<file path="config.mk">
export PLATFORM = sky130hd
export DESIGN_NAME = fifo_wr_ctrl_p_flat
export DESIGN_NICKNAME = d
export VERILOG_FILES = /design/src/rtl/fifo_wr_ctrl_p_if.sv /design/src/rtl/fifo_wr_ctrl_p.sv /design/src/flat_wrapper.sv
export SDC_FILE = /design/constraint.sdc
export NUM_CORES = 1
export LEC_CHECK = 0
export ABC_AREA = 1
export CAP_MARGIN = 5
export CORE_MARGIN = 10
export CORE_UTILIZATION = 45
export DETAILED_ROUTE_END_ITERATION = 8
export GPL_TIMING_DRIVEN = 1
export MAX_ROUTING_LAYER = met4
export PLACE_DENSITY = 0.84
export SYNTH_ARGS = -nofsm -noshare
export SYNTH_HDL_FRONTEND = slang
export SYNTH_SLANG_ARGS = --single-unit
</file>
<file path="constraint.sdc">
create_clock -name clk -period 3.1 [get_ports clk]
set_input_delay 0.93 -clock clk [delete_from_list [all_inputs] [get_ports clk]]
set_output_delay 0.93 -clock clk [all_outputs]
set_load 0.05 [all_outputs]
</file>
<file path="src/rtl/fifo_wr_ctrl_p_if.sv">
// Write-side bundle of the dual-clock FIFO: request/clear inputs, memory
// write port and status returned by the write-domain controller.
interface fifo_wr_ctrl_p_if #(
    parameter int ADDR_WIDTH = 3
);
    logic                  inc;
    logic [ADDR_WIDTH:0]   sync_rptr;
    logic                  clr_ovf;
    logic                  wen;
    logic [ADDR_WIDTH-1:0] waddr;
    logic [ADDR_WIDTH:0]   gray_w_ptr;
    logic                  full;
    logic                  almost_full;
    logic [ADDR_WIDTH:0]   free_cnt;
    logic                  overflow;

    modport master (
        input  inc, sync_rptr, clr_ovf,
        output wen, waddr, gray_w_ptr, full, almost_full, free_cnt, overflow
    );

    modport slave (
        output inc, sync_rptr, clr_ovf,
        input  wen, waddr, gray_w_ptr, full, almost_full, free_cnt, overflow
    );
endinterface

</file>
<file path="src/rtl/fifo_wr_ctrl_p.sv">
// Write-domain controller of the dual-clock FIFO: write pointer (binary and
// Gray), registered full / almost_full / free count and sticky overflow.
module fifo_wr_ctrl_p #(
    parameter int ADDR_WIDTH   = 3,
    parameter int AFULL_THRESH = 2
) (
    input  logic clk,
    input  logic rst,
    fifo_wr_ctrl_p_if.master bus
);
    localparam int             PW      = ADDR_WIDTH + 1;
    localparam int             DEPTH   = 1 << ADDR_WIDTH;
    localparam logic [PW-1:0]  DEPTH_V = PW'(DEPTH);
    localparam logic [PW-1:0]  THR_V   = PW'(AFULL_THRESH);

    logic [PW-1:0] w_bin;
    logic [PW-1:0] w_bin_nxt;
    logic [PW-1:0] w_gray_nxt;
    logic [PW-1:0] r_bin;
    logic [PW-1:0] rptr_wrapped;
    logic [PW-1:0] free_nxt;
    logic [PW-1:0] gray_q;
    logic [PW-1:0] free_q;
    logic          full_q;
    logic          afull_q;
    logic          ovf_q;
    logic          wen;

    // Uses only the registered full flag, so sync_rptr never reaches wen.
    assign wen        = bus.inc & ~full_q;
    assign w_bin_nxt  = w_bin + PW'(wen);
    assign w_gray_nxt = w_bin_nxt ^ (w_bin_nxt >> 1);

    // Full pattern: read pointer one lap behind, i.e. top two Gray bits inverted.
    assign rptr_wrapped = {~bus.sync_rptr[PW-1:PW-2], bus.sync_rptr[PW-3:0]};

    // NOTE: every bit is assigned before use in always_comb, so no latch is inferred.
    always_comb begin
        r_bin = '0;
        for (int i = 0; i < PW; i++) begin
            r_bin[i] = ^(bus.sync_rptr >> i);
        end
    end

    assign free_nxt = DEPTH_V - (w_bin_nxt - r_bin);

    // NOTE: state registers use non-blocking assignments so every flop samples pre-edge values.
    always_ff @(posedge clk or posedge rst) begin
        if (rst) begin
            w_bin   <= '0;
            gray_q  <= '0;
            full_q  <= 1'b0;
            afull_q <= 1'b0;
            free_q  <= DEPTH_V;
            ovf_q   <= 1'b0;
        end else begin
            w_bin   <= w_bin_nxt;
            gray_q  <= w_gray_nxt;
            full_q  <= (w_gray_nxt == rptr_wrapped);
            afull_q <= (free_nxt <= THR_V);
            free_q  <= free_nxt;
            // Set has priority over clear.
            if (bus.inc && full_q) begin
                ovf_q <= 1'b1;
            end else if (bus.clr_ovf) begin
                ovf_q <= 1'b0;
            end
        end
    end

    assign bus.wen         = wen;
    assign bus.waddr       = w_bin[ADDR_WIDTH-1:0];
    assign bus.gray_w_ptr  = gray_q;
    assign bus.full        = full_q;
    assign bus.almost_full = afull_q;
    assign bus.free_cnt    = free_q;
    assign bus.overflow    = ovf_q;
endmodule
</file>
<file path="src/flat_wrapper.sv">
// flat-port wrapper written by rule: the top's interface ports become plain ports
module fifo_wr_ctrl_p_flat 
#(
    parameter int ADDR_WIDTH   = 3,
    parameter int AFULL_THRESH = 2
)
  (clk, rst, bus_inc, bus_sync_rptr, bus_clr_ovf, bus_wen, bus_waddr, bus_gray_w_ptr, bus_full, bus_almost_full, bus_free_cnt, bus_overflow);
  fifo_wr_ctrl_p_if #(.ADDR_WIDTH(ADDR_WIDTH)) bus_i ();
  input  logic clk;
  input  logic rst;
  input wire logic [$bits(bus_i.inc)-1:0] bus_inc;
  input wire logic [$bits(bus_i.sync_rptr)-1:0] bus_sync_rptr;
  input wire logic [$bits(bus_i.clr_ovf)-1:0] bus_clr_ovf;
  output wire logic [$bits(bus_i.wen)-1:0] bus_wen;
  output wire logic [$bits(bus_i.waddr)-1:0] bus_waddr;
  output wire logic [$bits(bus_i.gray_w_ptr)-1:0] bus_gray_w_ptr;
  output wire logic [$bits(bus_i.full)-1:0] bus_full;
  output wire logic [$bits(bus_i.almost_full)-1:0] bus_almost_full;
  output wire logic [$bits(bus_i.free_cnt)-1:0] bus_free_cnt;
  output wire logic [$bits(bus_i.overflow)-1:0] bus_overflow;
  assign bus_i.inc = bus_inc;
  assign bus_i.sync_rptr = bus_sync_rptr;
  assign bus_i.clr_ovf = bus_clr_ovf;
  assign bus_wen = bus_i.wen;
  assign bus_waddr = bus_i.waddr;
  assign bus_gray_w_ptr = bus_i.gray_w_ptr;
  assign bus_full = bus_i.full;
  assign bus_almost_full = bus_i.almost_full;
  assign bus_free_cnt = bus_i.free_cnt;
  assign bus_overflow = bus_i.overflow;
  fifo_wr_ctrl_p #(.ADDR_WIDTH(ADDR_WIDTH), .AFULL_THRESH(AFULL_THRESH)) u_core (.clk(clk), .rst(rst), .bus(bus_i));
endmodule
</file>
=== After elaboration in Yosys (flattened, before gate mapping) ===
Cells that the tools add are included.
Widths: inputs -> output; s select.

* Flip-flop bits (word level): 15
* Bits of input ports: 8
* Output and inout port bits: 15
* Word-level logic and storage cells: 23

* $add $sub $neg: 3
* Order comparisons: 1
* Eq/ne operators: 1
* Multiplexer cells: 2
* Bitwise gates (word level): 4
* Reduce and logical (&&, ||, !) cells: 6

{| class="wikitable"
|+ Operators with widths
! operator !! number
|-
| $reduce_xor 4->1 || 4
|-
| $add 4x1->4 || 1
|-
| $eq 4x4->1 || 1
|-
| $le 4x2->1 const B || 1
|-
| $sub 4x4->4 || 1
|-
| $sub 4x4->4 const A || 1
|-
| $xor 4x3->4 || 1
|-
| $mux 1 || 2
|-
| $not 2->2 || 1
|-
| $reduce_bool 2->1 || 1
|-
| $and 1x1->1 || 1
|-
| $logic_and 1x1->1 || 1
|-
| $not 1->1 || 1
|}

=== Logic depth before layout (Yosys ltp) ===
* Word-level depth: 6
* Gate-level depth with buffers: 14
* Gate-level depth less buffers: 14

=== Least setup slack after synthesis ===
OpenSTA, ideal clock, no wires.

* Kind: input to register
* Start point: in bus_inc
* End point: reg u_core.afull_q (netlist: u_core.bus.almost_full)
* Setup time: 114 ps
* Arrival time: 3517 ps
* Required time: 2986 ps
* Slack: -531 ps
* Cell stages on the path: 14
* Path buffers: 0
* Path through: inv_1 nor2_1 ha_1 ha_1 inv_1 nand2_1 nand2_1 ha_1 inv_1 fa_1 xnor2_1 nand3b_1 nand2_2 nor2_2

* Longest elaborated chain between the ends: 5

{| class="wikitable"
|+ Ends and longest elaborated chain
! item !! line !! source
|-
| from (decl) || flat_wrapper.sv:11 || <nowiki>input wire logic [$bits(bus_i.inc)-1:0] bus_inc;</nowiki>
|-
| $and 1x1->1 || fifo_wr_ctrl_p.sv:30 || <nowiki>assign wen = bus.inc & ~full_q;</nowiki>
|-
| net bus_wen || flat_wrapper.sv:14 || <nowiki>output wire logic [$bits(bus_i.wen)-1:0] bus_wen;</nowiki>
|-
| $add 4x1->4 || fifo_wr_ctrl_p.sv:31 || <nowiki>assign w_bin_nxt = w_bin + PW'(wen);</nowiki>
|-
| $sub 4x4->4 (2 in a row) || fifo_wr_ctrl_p.sv:45 || <nowiki>assign free_nxt = DEPTH_V - (w_bin_nxt - r_bin);</nowiki>
|-
| net u_core.free_nxt[3] || fifo_wr_ctrl_p.sv:21 || <nowiki>logic [PW-1:0] free_nxt;</nowiki>
|-
| $le 4x2->1 || fifo_wr_ctrl_p.sv:60 || <nowiki>afull_q <= (free_nxt <= THR_V);</nowiki>
|-
| to (signal assigned) || fifo_wr_ctrl_p.sv:60 ||
|-
| to (decl) || fifo_wr_ctrl_p.sv:25 || <nowiki>logic afull_q;</nowiki>
|}

The timed path passes the listed nets, and every way through them passes these cells.
A chain may end at the register's enable or synchronous reset.

=== Worst setup path after layout ===
* Start point: in bus_sync_rptr[0]
* End point: reg u_core.afull_q (netlist: u_core.bus.almost_full)

* Longest elaborated chain between the ends: 4

{| class="wikitable"
|+ Ends and longest elaborated chain
! item !! line !! source
|-
| from (decl) || flat_wrapper.sv:12 || <nowiki>input wire logic [$bits(bus_i.sync_rptr)-1:0] bus_sync_rptr;</nowiki>
|-
| $reduce_xor 4->1 || fifo_wr_ctrl_p.sv:41 || <nowiki>r_bin[i] = ^(bus.sync_rptr >> i);</nowiki>
|-
| $sub 4x4->4 (2 in a row) || fifo_wr_ctrl_p.sv:45 ||
|-
| net u_core.free_nxt[3] || fifo_wr_ctrl_p.sv:21 ||
|-
| $le 4x2->1 || fifo_wr_ctrl_p.sv:60 ||
|}

The timed path passes the listed nets, and every way through them passes these cells.

==> run summary <==
outcome - completed
Mapped Area - 792 sq um
I/O pins - 23
DP Area - 1140 sq um
Initial Utilization - 0.469
DIE WIDTH - 62.0 um
Setup crit end kind - flip-flop
# DRC - 0
global route overflow - 0
setup_tns - 0 ps
CP top delay family - adder cells
CP Launch Type - input pin
Synth Register Bits - 14
GRT Total Usage - 0.128
Design Area, Final - 1220 sq um
nets@finish - 145
# H-tree levels - 1
area share of the largest cell type after synthesis - 0.411
clock root cell - clkbuf_4
Slew Limit Headroom - 0.623
Area growth, synth to finish - 53.7%
Yosys warnings - 0
# fillers - 118
f_max - 0.342 GHz
Distinct cells, synth - 16
number of buffers added on ports - 22
initial antenna violation count - 0
Seq/Total Area, Yosys - 0.444
Post-Syn Nets - 109
Placer Congestion - 0.827
most frequent cells in the layout - 24 x nand2_1, 20 x inv_1, 17 x clkdlybuf4s50_1
Post-Syn Instances - 94
row cnt - 15
number of CTS-inserted buffers - 3
Vias - 732
vias in the first global route - 777
CTS tree - done
final clock skew - 2.87 ps
top cells by area, synth - dfrtp_1 41%, nand2_1 12%, inv_1 10%, ha_1 9.5%, nand3_1 6.3%
Tcrit/Tclk final - 0.944
share of cells above drive strength 1 - 0.233
Req. time, crit path - 3290 ps
Pins Over Slew Limit - 0
Final setup viols - 0
per-cell routed wire length - 14.0 um
worst min path class - flip-flop to flip-flop
critical-path maximum fanout - 2
DR pass1 iterations - 4
DRT antenna net count - 0
vias per std cell - 5.01
largest net degree at the start of global routing - 15
Slew @ Worst Pin - 564 ps
Final Hold Viols - 0
Inserted Diodes - 0
CP Class - input pin to flip-flop
Slowest cell on crit path - clkdlybuf4s50_1
crit path DAT - 3110 ps
most common cell after layout, fill and taps aside - nand2_1
1st-iter DRT viols - 27
clk slew on worst S/H paths - 90 ps
RSZ-0062 raised after global routing - no
first-pass GRT wire length - 3420 um
final WL - 2050 um
max cap viols - 0
Worst Path Buf+Inv - 4
core area - 1690 sq um
post-DP HPWL - 1580 um
minimum clock period after layout - 2930 ps
clk buf depth - 2
Synth area leader - dfrtp_1
Mean Syn Cell Area - 8.43 sq um
Die Area - 3840 sq um
Die H - 62.0 um
worst-skew pair later-pin latency - 290 ps
post-layout util - 0.721
CTS sink cnt - 14
worst-path cell chain - clkdlybuf4s50_1 > xnor2_2 > xnor2_2 > inv_1 > ha_1 > inv_1 > ha_1 > inv_1 > fa_2 > xnor2_2 > nand3b_1 > nand2_2 > nor2_2
Largest stage delay, worst path - 460 ps
-- area by class of cell --
type / count / area, sq um / area share
multi-input combinational: 59 / 422 / 0.346
clock buffer: 4 / 36.3 / 0.0298
sequential: 14 / 352 / 0.289
tap: 17 / 21.3 / 0.0175
inverter: 21 / 78.8 / 0.0647
timing repair buffer: 31 / 308 / 0.253
-- worst reg2reg max path: stages (launching register included) --
cell and delay, ps:
dfrtp_1 410, nor2_4 70, ha_4 160, ha_4 260
inv_1 50, ha_1 280, ha_1 140, inv_1 60
fa_2 400, xnor2_2 150, nand3b_1 170, nand2_2 90
nor2_2 30
-- sequential cells by signal, indices dropped and copies added (netlist names) --
| signal | count |
|---|---|
| u_core.bus.almost_full | 1 |
| u_core.bus.free_cnt | 4 |
| u_core.bus.full | 1 |
| u_core.bus.gray_w_ptr | 4 |
| u_core.bus.overflow | 1 |
| u_core.w_bin | 3 |
-- routing by layer --
metal / vias to the layer above / track usage / part of all wire
met1: 339 / 0.121 / 0.39
met2: 30 / 0.209 / 0.50
met4: 0 / 0.121 / 0.048
met5: - / - / 0
li1: 355 / - / -
met3: 8 / 0.0305 / 0.063
-- cell usage after synthesis --
cell type	instances
dfrtp_1	13
dfstp_2	1
fa_1	1
ha_1	6
inv_1	21
nand2_1	25
nand2_2	4
nand3_1	10
nand3b_1	1
nand4_1	1
nand4_2	1
nor2_1	2
nor2_2	1
o21ai_0	1
xnor2_1	4
xor2_1	2
-- path summary, 6_finish.rpt --
kind                       cells after the start  slack [ps]                               end                             from
max                                           13         170  u_core.bus.almost_full$_DFF_PP0_                 bus_sync_rptr[0]
min                                            2         560   u_core.bus.overflow$_DFFE_PP0P_  u_core.bus.overflow$_DFFE_PP0P_
max reg2reg                                   12         720  u_core.bus.almost_full$_DFF_PP0_        u_core.bus.full$_DFF_PP0_
min reg2reg                                    2         560   u_core.bus.overflow$_DFFE_PP0P_  u_core.bus.overflow$_DFFE_PP0P_
max in group asynchronous                      2        1740  u_core.bus.free_cnt[3]$_DFF_PP1_                              rst
min in group asynchronous                      2         990         u_core.w_bin[2]$_DFF_PP0_                              rst
-- per-stage QoR --
| step | hold slack (ps) | std cells | worst slack, ps |
|---|---|---|---|
| floorplan | 748 | 94 | 29.6 |
| global placement | 517 | 141 | -249 |
| detailed placement | 557 | 141 | -327 |
| CTS | 573 | 145 | 16.1 |
| global route | 601 | 146 | 33.0 |
| finish | 559 | 146 | 173 |
-- cells by family after synthesis --
logic type | synth area share
compound gates | 0.00631
xor+xnor | 0.0664
fa+ha+maj | 0.120
buf+inv | 0.0995
flops | 0.444
simple gates | 0.264
-- repair_timing --
item                                   4_1_cts  5_1_grt
buffers inserted                             0        1
setup endpoints to repair                    1        2
hold buffers                                 0        0
gates cloned                                 0        0
endpoints found under the hold margin        0        0
gates resized for setup                      2        8
pin swaps                                    0        5
Power is left out: the tool's default activity adds up to more than one toggle a clock period on the data nets, which glitch-free logic cannot reach.
